===== config.mk =====
export PLATFORM = sky130hd
export DESIGN_NAME = uart_bytes_rx
export DESIGN_NICKNAME = d
export VERILOG_FILES = /design/src/rtl/uart_bytes_rx.sv
export SDC_FILE = /design/constraint.sdc
export NUM_CORES = 1
export LEC_CHECK = 0
export CORE_MARGIN = 10
export CORE_UTILIZATION = 63
export DETAILED_ROUTE_END_ITERATION = 10
export GPL_ROUTABILITY_DRIVEN = 0
export PLACE_DENSITY = 0.85
export SYNTH_ARGS = -nofsm -noshare
export SYNTH_HDL_FRONTEND = slang
export SYNTH_SLANG_ARGS = --single-unit

===== constraint.sdc =====
create_clock -name sys_clk -period 6.4 [get_ports sys_clk]
set_input_delay 0.96 -clock sys_clk [delete_from_list [all_inputs] [get_ports sys_clk]]
set_output_delay 0.96 -clock sys_clk [all_outputs]
set_load 0.005 [all_outputs]

===== src/rtl/uart_bytes_rx.sv =====
// Multi-byte UART receiver: 8N1 bit receiver plus word assembly.
// Build with UART_BYTES_RX_TIMEOUT_EN to drop stale partial words.
//
// Ports:
//   sys_clk            system clock
//   sys_rst_n          asynchronous reset, active low
//   uart_rxd           serial line, asynchronous to sys_clk
//   uart_bytes_data    last complete word, first byte in the low lane
//   uart_bytes_done    1-cycle pulse, uart_bytes_data valid from this cycle
//   uart_frame_err     1-cycle pulse, stop bit sampled low
//   uart_bytes_timeout 1-cycle pulse, partial word dropped after idle
module uart_bytes_rx #(
    parameter int BYTES        = 2,
    parameter int BPS          = 9_600,
    parameter int CLK_FRE      = 50_000_000,
    parameter int TIMEOUT_BITS = 20
) (
    input  logic               sys_clk,
    input  logic               sys_rst_n,
    input  logic               uart_rxd,
    output logic [BYTES*8-1:0] uart_bytes_data,
    output logic               uart_bytes_done,
    output logic               uart_frame_err,
    output logic               uart_bytes_timeout
);

    localparam int BPS_CNT = CLK_FRE / BPS;
    localparam int CNT_W   = $clog2(BPS_CNT);
    localparam int BC_W    = $clog2(BYTES) + 1;

    localparam logic [CNT_W-1:0] SMP  = CNT_W'(BPS_CNT / 2);
    localparam logic [CNT_W-1:0] LAST = CNT_W'(BPS_CNT - 1);
    localparam logic [BC_W-1:0]  LAST_BYTE = BC_W'(BYTES - 1);

    typedef enum logic [1:0] {
        IDLE,
        START,
        DATA,
        STOP
    } state_t;

    state_t state, state_nxt;

    logic               rxd_s1, rxd_s2, rxd_d;
    logic [CNT_W-1:0]   clk_cnt;
    logic [2:0]         bit_cnt;
    logic [7:0]         shift_reg;
    logic [BC_W-1:0]    byte_cnt;
    logic [BYTES*8-1:0] partial;
    logic [BYTES*8-1:0] word_nxt;

    logic start_det, at_smp, at_last, stop_smp, timeout_hit;

    // rxd_d is the previous synchronized value, for edge detection.
    always_ff @(posedge sys_clk or negedge sys_rst_n) begin
        if (!sys_rst_n) begin
            rxd_s1 <= 1'b1;
            rxd_s2 <= 1'b1;
            rxd_d  <= 1'b1;
        end else begin
            rxd_s1 <= uart_rxd;
            rxd_s2 <= rxd_s1;
            rxd_d  <= rxd_s2;
        end
    end

    assign start_det = rxd_d & ~rxd_s2;
    assign at_smp    = (clk_cnt == SMP);
    assign at_last   = (clk_cnt == LAST);
    assign stop_smp  = (state == STOP) && at_smp;

    always_ff @(posedge sys_clk or negedge sys_rst_n) begin
        if (!sys_rst_n) state <= IDLE;
        else            state <= state_nxt;
    end

    always_comb begin
        state_nxt = state;
        unique case (state)
            IDLE:  if (start_det) state_nxt = START;
            START: begin
                if (at_smp && rxd_s2) state_nxt = IDLE;
                else if (at_last)     state_nxt = DATA;
            end
            DATA:  if (at_last && bit_cnt == 3'd7) state_nxt = STOP;
            // Leave at mid stop bit so a back-to-back start edge is seen.
            STOP:  if (at_smp) state_nxt = IDLE;
            default: state_nxt = IDLE;
        endcase
    end

    // Word as it would look with the current byte merged in.
    always_comb begin
        word_nxt = partial;
        word_nxt[8*byte_cnt +: 8] = shift_reg;
    end

    always_ff @(posedge sys_clk or negedge sys_rst_n) begin
        if (!sys_rst_n) begin
            clk_cnt   <= '0;
            bit_cnt   <= '0;
            shift_reg <= '0;
        end else begin
            if (state == IDLE || state_nxt == IDLE) clk_cnt <= '0;
            else if (at_last)                       clk_cnt <= '0;
            else                                    clk_cnt <= clk_cnt + 1'b1;

            if (state == START)             bit_cnt <= '0;
            else if (state == DATA && at_last) bit_cnt <= bit_cnt + 1'b1;

            if (state == DATA && at_smp)
                shift_reg <= {rxd_s2, shift_reg[7:1]};
        end
    end

    always_ff @(posedge sys_clk or negedge sys_rst_n) begin
        if (!sys_rst_n) begin
            byte_cnt           <= '0;
            partial            <= '0;
            uart_bytes_data    <= '0;
            uart_bytes_done    <= 1'b0;
            uart_frame_err     <= 1'b0;
            uart_bytes_timeout <= 1'b0;
        end else begin
            uart_bytes_done    <= 1'b0;
            uart_frame_err     <= 1'b0;
            uart_bytes_timeout <= 1'b0;
            if (stop_smp) begin
                if (rxd_s2) begin
                    if (byte_cnt == LAST_BYTE) begin
                        uart_bytes_data <= word_nxt;
                        uart_bytes_done <= 1'b1;
                        byte_cnt        <= '0;
                        partial         <= '0;
                    end else begin
                        partial  <= word_nxt;
                        byte_cnt <= byte_cnt + 1'b1;
                    end
                end else begin
                    uart_frame_err <= 1'b1;
                    byte_cnt       <= '0;
                    partial        <= '0;
                end
            end else if (timeout_hit) begin
                uart_bytes_timeout <= 1'b1;
                byte_cnt           <= '0;
                partial            <= '0;
            end
        end
    end

`ifdef UART_BYTES_RX_TIMEOUT_EN
    localparam int TO_CYC = TIMEOUT_BITS * BPS_CNT;
    localparam int TO_W   = $clog2(TO_CYC + 1);

    logic [TO_W-1:0] idle_cnt;
    logic            idle_run;

    assign idle_run = (state == IDLE) && (byte_cnt != '0) && !start_det;
    assign timeout_hit = idle_run && (idle_cnt == TO_W'(TO_CYC - 1));

    always_ff @(posedge sys_clk or negedge sys_rst_n) begin
        if (!sys_rst_n)       idle_cnt <= '0;
        else if (!idle_run)   idle_cnt <= '0;
        else if (timeout_hit) idle_cnt <= '0;
        else                  idle_cnt <= idle_cnt + 1'b1;
    end
`else
    assign timeout_hit = 1'b0;
`endif

endmodule


==> impl_metrics.toml <==
[outcome]
status = "completed"

[setup_path]
max_stage_delay_ns = 1.11
cp.arrival_ns = 3.65
cp-end-kind = "flop"
reg2reg_depth = 5
crit_chain = "inv_1 -> ha_1 -> nor4bb_1 -> nor4bb_1 -> a22o_1"
worstPathRequired_ns = 6.66
r2r_setup_slack_ns = 3.01
cp_max_fo = 10
critPathMostFrequentCell = "nor4bb_1"
r2r-end = "partial[6]"
cpMaxStageDelayCell = "nor4bb_1"
worst_setup_path_start_kind = "flop"
r2r_start = "byte_cnt[0]"
path_class = "flop to flop"

[synthesis]
synth.top_cell.area_share_pct = 49.98
ys_types = 49
syn_avg_cell_area_um2 = 11.63
synth-edff-count = 0
yosysTopAreaCell = "dfrtp_1"
synthArstFlopShare_pct = 100.0
syn-cell-area_um2 = 3104
yosysMostFrequentCell = "dfrtp_1"
synthCells = 267
seq_area_frac_synth_pct = 52.52
yosysWarningCount = 0
ys_top_cells_by_area = "dfrtp_1 (50%), mux2_2 (8.7%), a22o_1 (6.8%), ha_1 (3.6%), dfstp_2 (2.5%)"
syn_nets = 279
synth_seq_cells = 65
synthFlopType = "dfrtp_1"
synth_commonest_cells = "dfrtp_1 (62), a22o_1 (24), mux2_2 (24)"

[detailed_routing]
vias_per_cell = 5.689
first_iter_violations = 118
wl_met3_um = 230
wl_per_cell_um = 16.44
drt_wl_total_um = 5917
drcViolationCount = 0
vias = 2048
firstDrtPassIters = 4
detail-route-antenna-nets = 0
met2_length_um = 3088
top_layer = "met4"
wl_met1_um = 2480

[layout]
fillCellCount = 331
finalNetCount = 301
syn_to_final_growth_pct = 13.06
drive_gt1_share_pct = 18.09
n_antenna_cell = 0
top_regs = "partial x16, uart_bytes_data x16, clk_cnt x13"

[global_routing]
grt_pass1_wl_um = 10470
grt-ovfl-total = 0
grt_usage_pct = 15.53
antenna_found_initial = 0
grt_pass1_vias = 2231
grt_start_max_net_pins = 66

[timing]
worst_pin_slew_ns = 1.198
max_freq_mhz = 295.1
fin_tns_setup_ns = 0
finalSetupViolations = 0
hold_viol_final = 0
period_minus_slack_ns = 3.389
finalMaxSlewViolations = 0
rsz0062_at_grt = "no"
period_share_pct = 52.95
timing.slew.headroom_pct = 19.02
skew_ns = 0.009147

[pwr]
finalPower_mw = 0.8336
p_leak_nw = 1.565
cellPowerDensity_nw_per_um2 = 237.5
ir_drop_mv = 0.1774

[floorplan]
rows = 25
die-area_um2 = 8135
core_area_um2 = 4755
die_x_um = 90.20
boundaryPins = 22
start_util_pct = 65.29
die_h_um = 90.20

[place]
io_buffer_count = 20
hpwlAfterDp_um = 4284

[clock_tree]
clock-sinks = 65
post_cts_buffers = 0
cts_buffer_depth = 2
htree_levels = 3
cts_tree = "built"
clock_latency_ns = 0.33
cts.hold.buffers_added = 0
root_buffer = "clkbuf_8"
cts.reportedPaths.clkPinSlew_ns = 0.07
ctsResizeCount = 0
cts_made_buffers = 9

[worst_hold_path]
min_to = "rxd_s2"
hold_path_depth = 0
hp-start = "rxd_s1"
hold_path.class = "flop to flop"

[run]
cap_viol_max_count = 0
[how the worst max path moves through the flow]
stage                       to   startpoint
detailed placement  partial[6]  byte_cnt[0]
floorplan           partial[0]  byte_cnt[0]
global route        partial[6]  byte_cnt[0]
global placement    partial[0]  byte_cnt[0]
finish              partial[6]  byte_cnt[0]
CTS                 partial[6]  byte_cnt[0]
[area by class of cell]
class                      count  area [µm²]  share of cell area [%]
sequential                    65        1630                   46.45
multi-input combinational    173        1345                   38.32
timing repair buffer          21       202.7                   5.775
clock buffer                  11       131.4                   3.743
tap                           67       83.83                   2.389
inverter                      19       71.32                   2.032
clock inverter                 4       45.04                   1.283
[report_power, final]
group,total [mW],switching [mW],internal [mW]
clock,0.318,0.142,0.176
sequential,0.459,0.0309,0.428
combinational,0.0561,0.0322,0.0239
total,0.834,0.206,0.628
[stage by stage]
step / hold slack, ns / area, µm² / utilization, % / setup WS (ns) / std cells
after floorplan: 0.3452 / 3104 / - / 4.259 / 267
after global placement: 0.3461 / 3333 / 70.11 / 3.292 / 345
after detailed placement: 0.3588 / 3333 / 70.11 / 3.105 / 345
after CTS: 0.3604 / 3510 / 73.82 / 3.095 / 360
after global routing: 0.3596 / 3510 / 73.82 / 2.695 / 360
final: 0.3554 / 3510 / 73.82 / 3.011 / 360
[cells in the final DEF, fill, tap and decap left out, types with 2 or more instances in the layout]
master           instances
inv_1                   19
a31oi_1                  2
clkdlybuf4s50_1         19
or2_2                    2
a22o_1                  24
nand2_1                 18
o21ai_0                 11
a21oi_1                  2
a21o_1                   2
nor4bb_1                 2
nand4bb_1                2
ha_1                     9
nand3_1                  5
nor4_1                   4
nor3_1                   5
clkbuf_1                 2
clkbuf_8                 9
o22ai_1                  3
clkinv_2                 3
dfstp_2                  3
nand2b_1                 3
nand4_1                  3
xnor2_1                  7
dfrtp_1                 62
mux2_2                  24
xor2_1                   4
nor2_1                  20
[cells by family (layout without fill, tap and decap cells)]
| logic type | count (synthesis) | in the layout | synth area share [%] |
|---|---|---|---|
| mux | 24 | 24 | 8.706 |
| simple gates | 79 | 79 | 15.64 |
| flops | 65 | 65 | 52.52 |
| xor+xnor | 11 | 11 | 3.104 |
| other cells | 1 | 1 | 0.1208 |
| fa+ha+maj | 9 | 9 | 3.628 |
| compound gates | 49 | 49 | 12.13 |
| buf+inv | 29 | 55 | 4.151 |
[routing by layer]
| metal | vias to the layer above | track usage [%] |
|---|---|---|
| li1 | 988 | - |
| met1 | 1018 | 16.99 |
| met2 | 28 | 27.42 |
| met3 | 14 | 3.907 |
| met4 | 0 | 7.427 |
| met5 | - | 0 |
[worst max-delay path, delay by kind of cell (launching register included)]
family / cells / cell delay (ns)
flip-flops: 1 / 0.44
AND/OR/NAND/NOR: 2 / 2.10
buffers and inverters: 1 / 0.15
adder cells (fa/ha/maj): 1 / 0.37
AO/OA/AOI/OAI: 1 / 0.26
Note: power is estimated with default switching activity, not from simulation.
==> RTL edit (config.mk and constraints unchanged) <==
Set the parameter `BPS` to 4_800 (it was 9_600).
--- a/src/rtl/uart_bytes_rx.sv
+++ b/src/rtl/uart_bytes_rx.sv
@@ -11,7 +11,7 @@
 //   uart_bytes_timeout 1-cycle pulse, partial word dropped after idle
 module uart_bytes_rx #(
     parameter int BYTES        = 2,
-    parameter int BPS          = 9_600,
+    parameter int BPS          = 4_800,
     parameter int CLK_FRE      = 50_000_000,
     parameter int TIMEOUT_BITS = 20
 ) (
Behaviour: same outputs for any inputs over 10 cycles, from zero or initial values and one cycle with sys_rst_n low; that may be too few to reach the edited logic, so the function may still have changed.
==> RTL edit against the original RTL <==
Sequential cell count up 1; routed wire length down 3.5%; setup slack better by 0.57 ns; power up 2.9%; fmax up 20%; cell area down 2.1%; area after synthesis down 2.6%; utilization down 0.59 points.
==> RTL edit: results (changes against the original RTL) <==
Status: finished clean
Top cells by area, synth: dfrtp_1, nor2b_1, a22o_1
Worst EP arrival: 3.10 ns (-0.55 ns)
Biggest regs: partial x16, uart_bytes_data x16, clk_cnt x14
Compound-Gate Fraction of Synth Area: 12.7% (+0.61 points)
Post-synthesis net count: 299 (+7.2%)
Most frequent cells after synthesis: dfrtp_1, nand2_1, nor2_1, nor2b_1, a21oi_1
XOR/XNOR Fraction of Synth Area: 3.48% (+0.37 points)
Share of cells above drive strength 1: 11.0% (-7.1 points)
IR drop worst, VDD: 261 uV (+47%)
Global-route wire length before repair: 9610 microns (-8.2%)
Vias in the first global route: 2019 (-9.5%)
1st-iter DRT viols: 183 (+55%)
Layout Nets: 319 (+6.0%)
Filler cell count: 346 (+4.5%)
WL/cell: 15.7 microns (-4.6%)
Post-synthesis sequential area ratio: 54.7% (+2.2 points)
Gr usage total: 15.6% (+0.11 points)
Detailed Place HPWL: 3920 microns (-8.4%)
Clk_skew: 0.00680 ns (-0.00235 ns)
Multiplexer area fraction after synthesis: 2.98% (-5.7 points)
Adder-cell share of the synthesized area: 3.72% (+0.096 points)
Largest net degree at the start of global routing: 67 (+1.5%)
R2r worst-path depth: 6 (+1)
Distinct cell type count after synthesis: 42 (-14%)
==> RTL edit: through the flow <==
stage          hold slack, ns  utilization [%]  setup WS [ns]  cells
2_1_floorplan           0.345                -           4.35    287
3_3_place_gp            0.346             69.1           3.72    350
3_5_place_dp            0.349             69.1           3.63    350
4_1_cts                 0.358             73.2           3.62    364
5_1_grt                 0.368             73.2           3.31    364
6_report                0.360             73.2           3.58    364
==> RTL edit: final timing paths <==
kind / slack (ns) / endpoint
setup / recovery: 3.58 / partial[4]
hold / removal: 0.36 / rxd_s2
setup reg to reg: 3.58 / partial[4]
hold reg to reg: 0.36 / rxd_s2
max in group asynchronous: 5.10 / clk_cnt[9]
min in group asynchronous: 0.78 / bit_cnt[1]
==> RTL edit: layout make-up <==
type                            instances  share of cell area [%]
Timing Repair Buffer                   21                    5.90
Inverter                               11                    1.20
Tap cell                               54                    1.97
Clock buffer                           11                    4.41
Multi-Input combinational cell        198                    37.2
Sequential cell                        66                    48.2
Clock inverter                          3                    1.17
==> RTL edit: worst max-delay path, delay by kind of cell (launching register included) <==
kind | cells | cell delay [ns]
flip-flops | 1 | 0.44
adder cells (fa/ha/maj) | 1 | 0.38
AO/OA/AOI/OAI | 1 | 0.17
AND/OR/NAND/NOR | 2 | 1.38
buffers and inverters | 2 | 0.38
==> RTL edit: power breakdown <==
part           internal (mW)  total [mW]  leakage, nW  switching (mW)
clock network          0.195       0.339        0.101           0.143
registers              0.435       0.460        0.902          0.0252
logic                 0.0232      0.0590        0.534          0.0358
total                  0.653       0.858         1.54           0.204
==> RTL edit: routing by layer <==
metal / track usage, % / part of all wire (%) / up-vias
met5: 0 / 0 / -
met4: 7.51 / 2.0 / 0
met3: 4.10 / 5.9 / 12
met2: 24.0 / 45 / 57
met1: 20.1 / 47 / 1014
li1: - / - / 1037
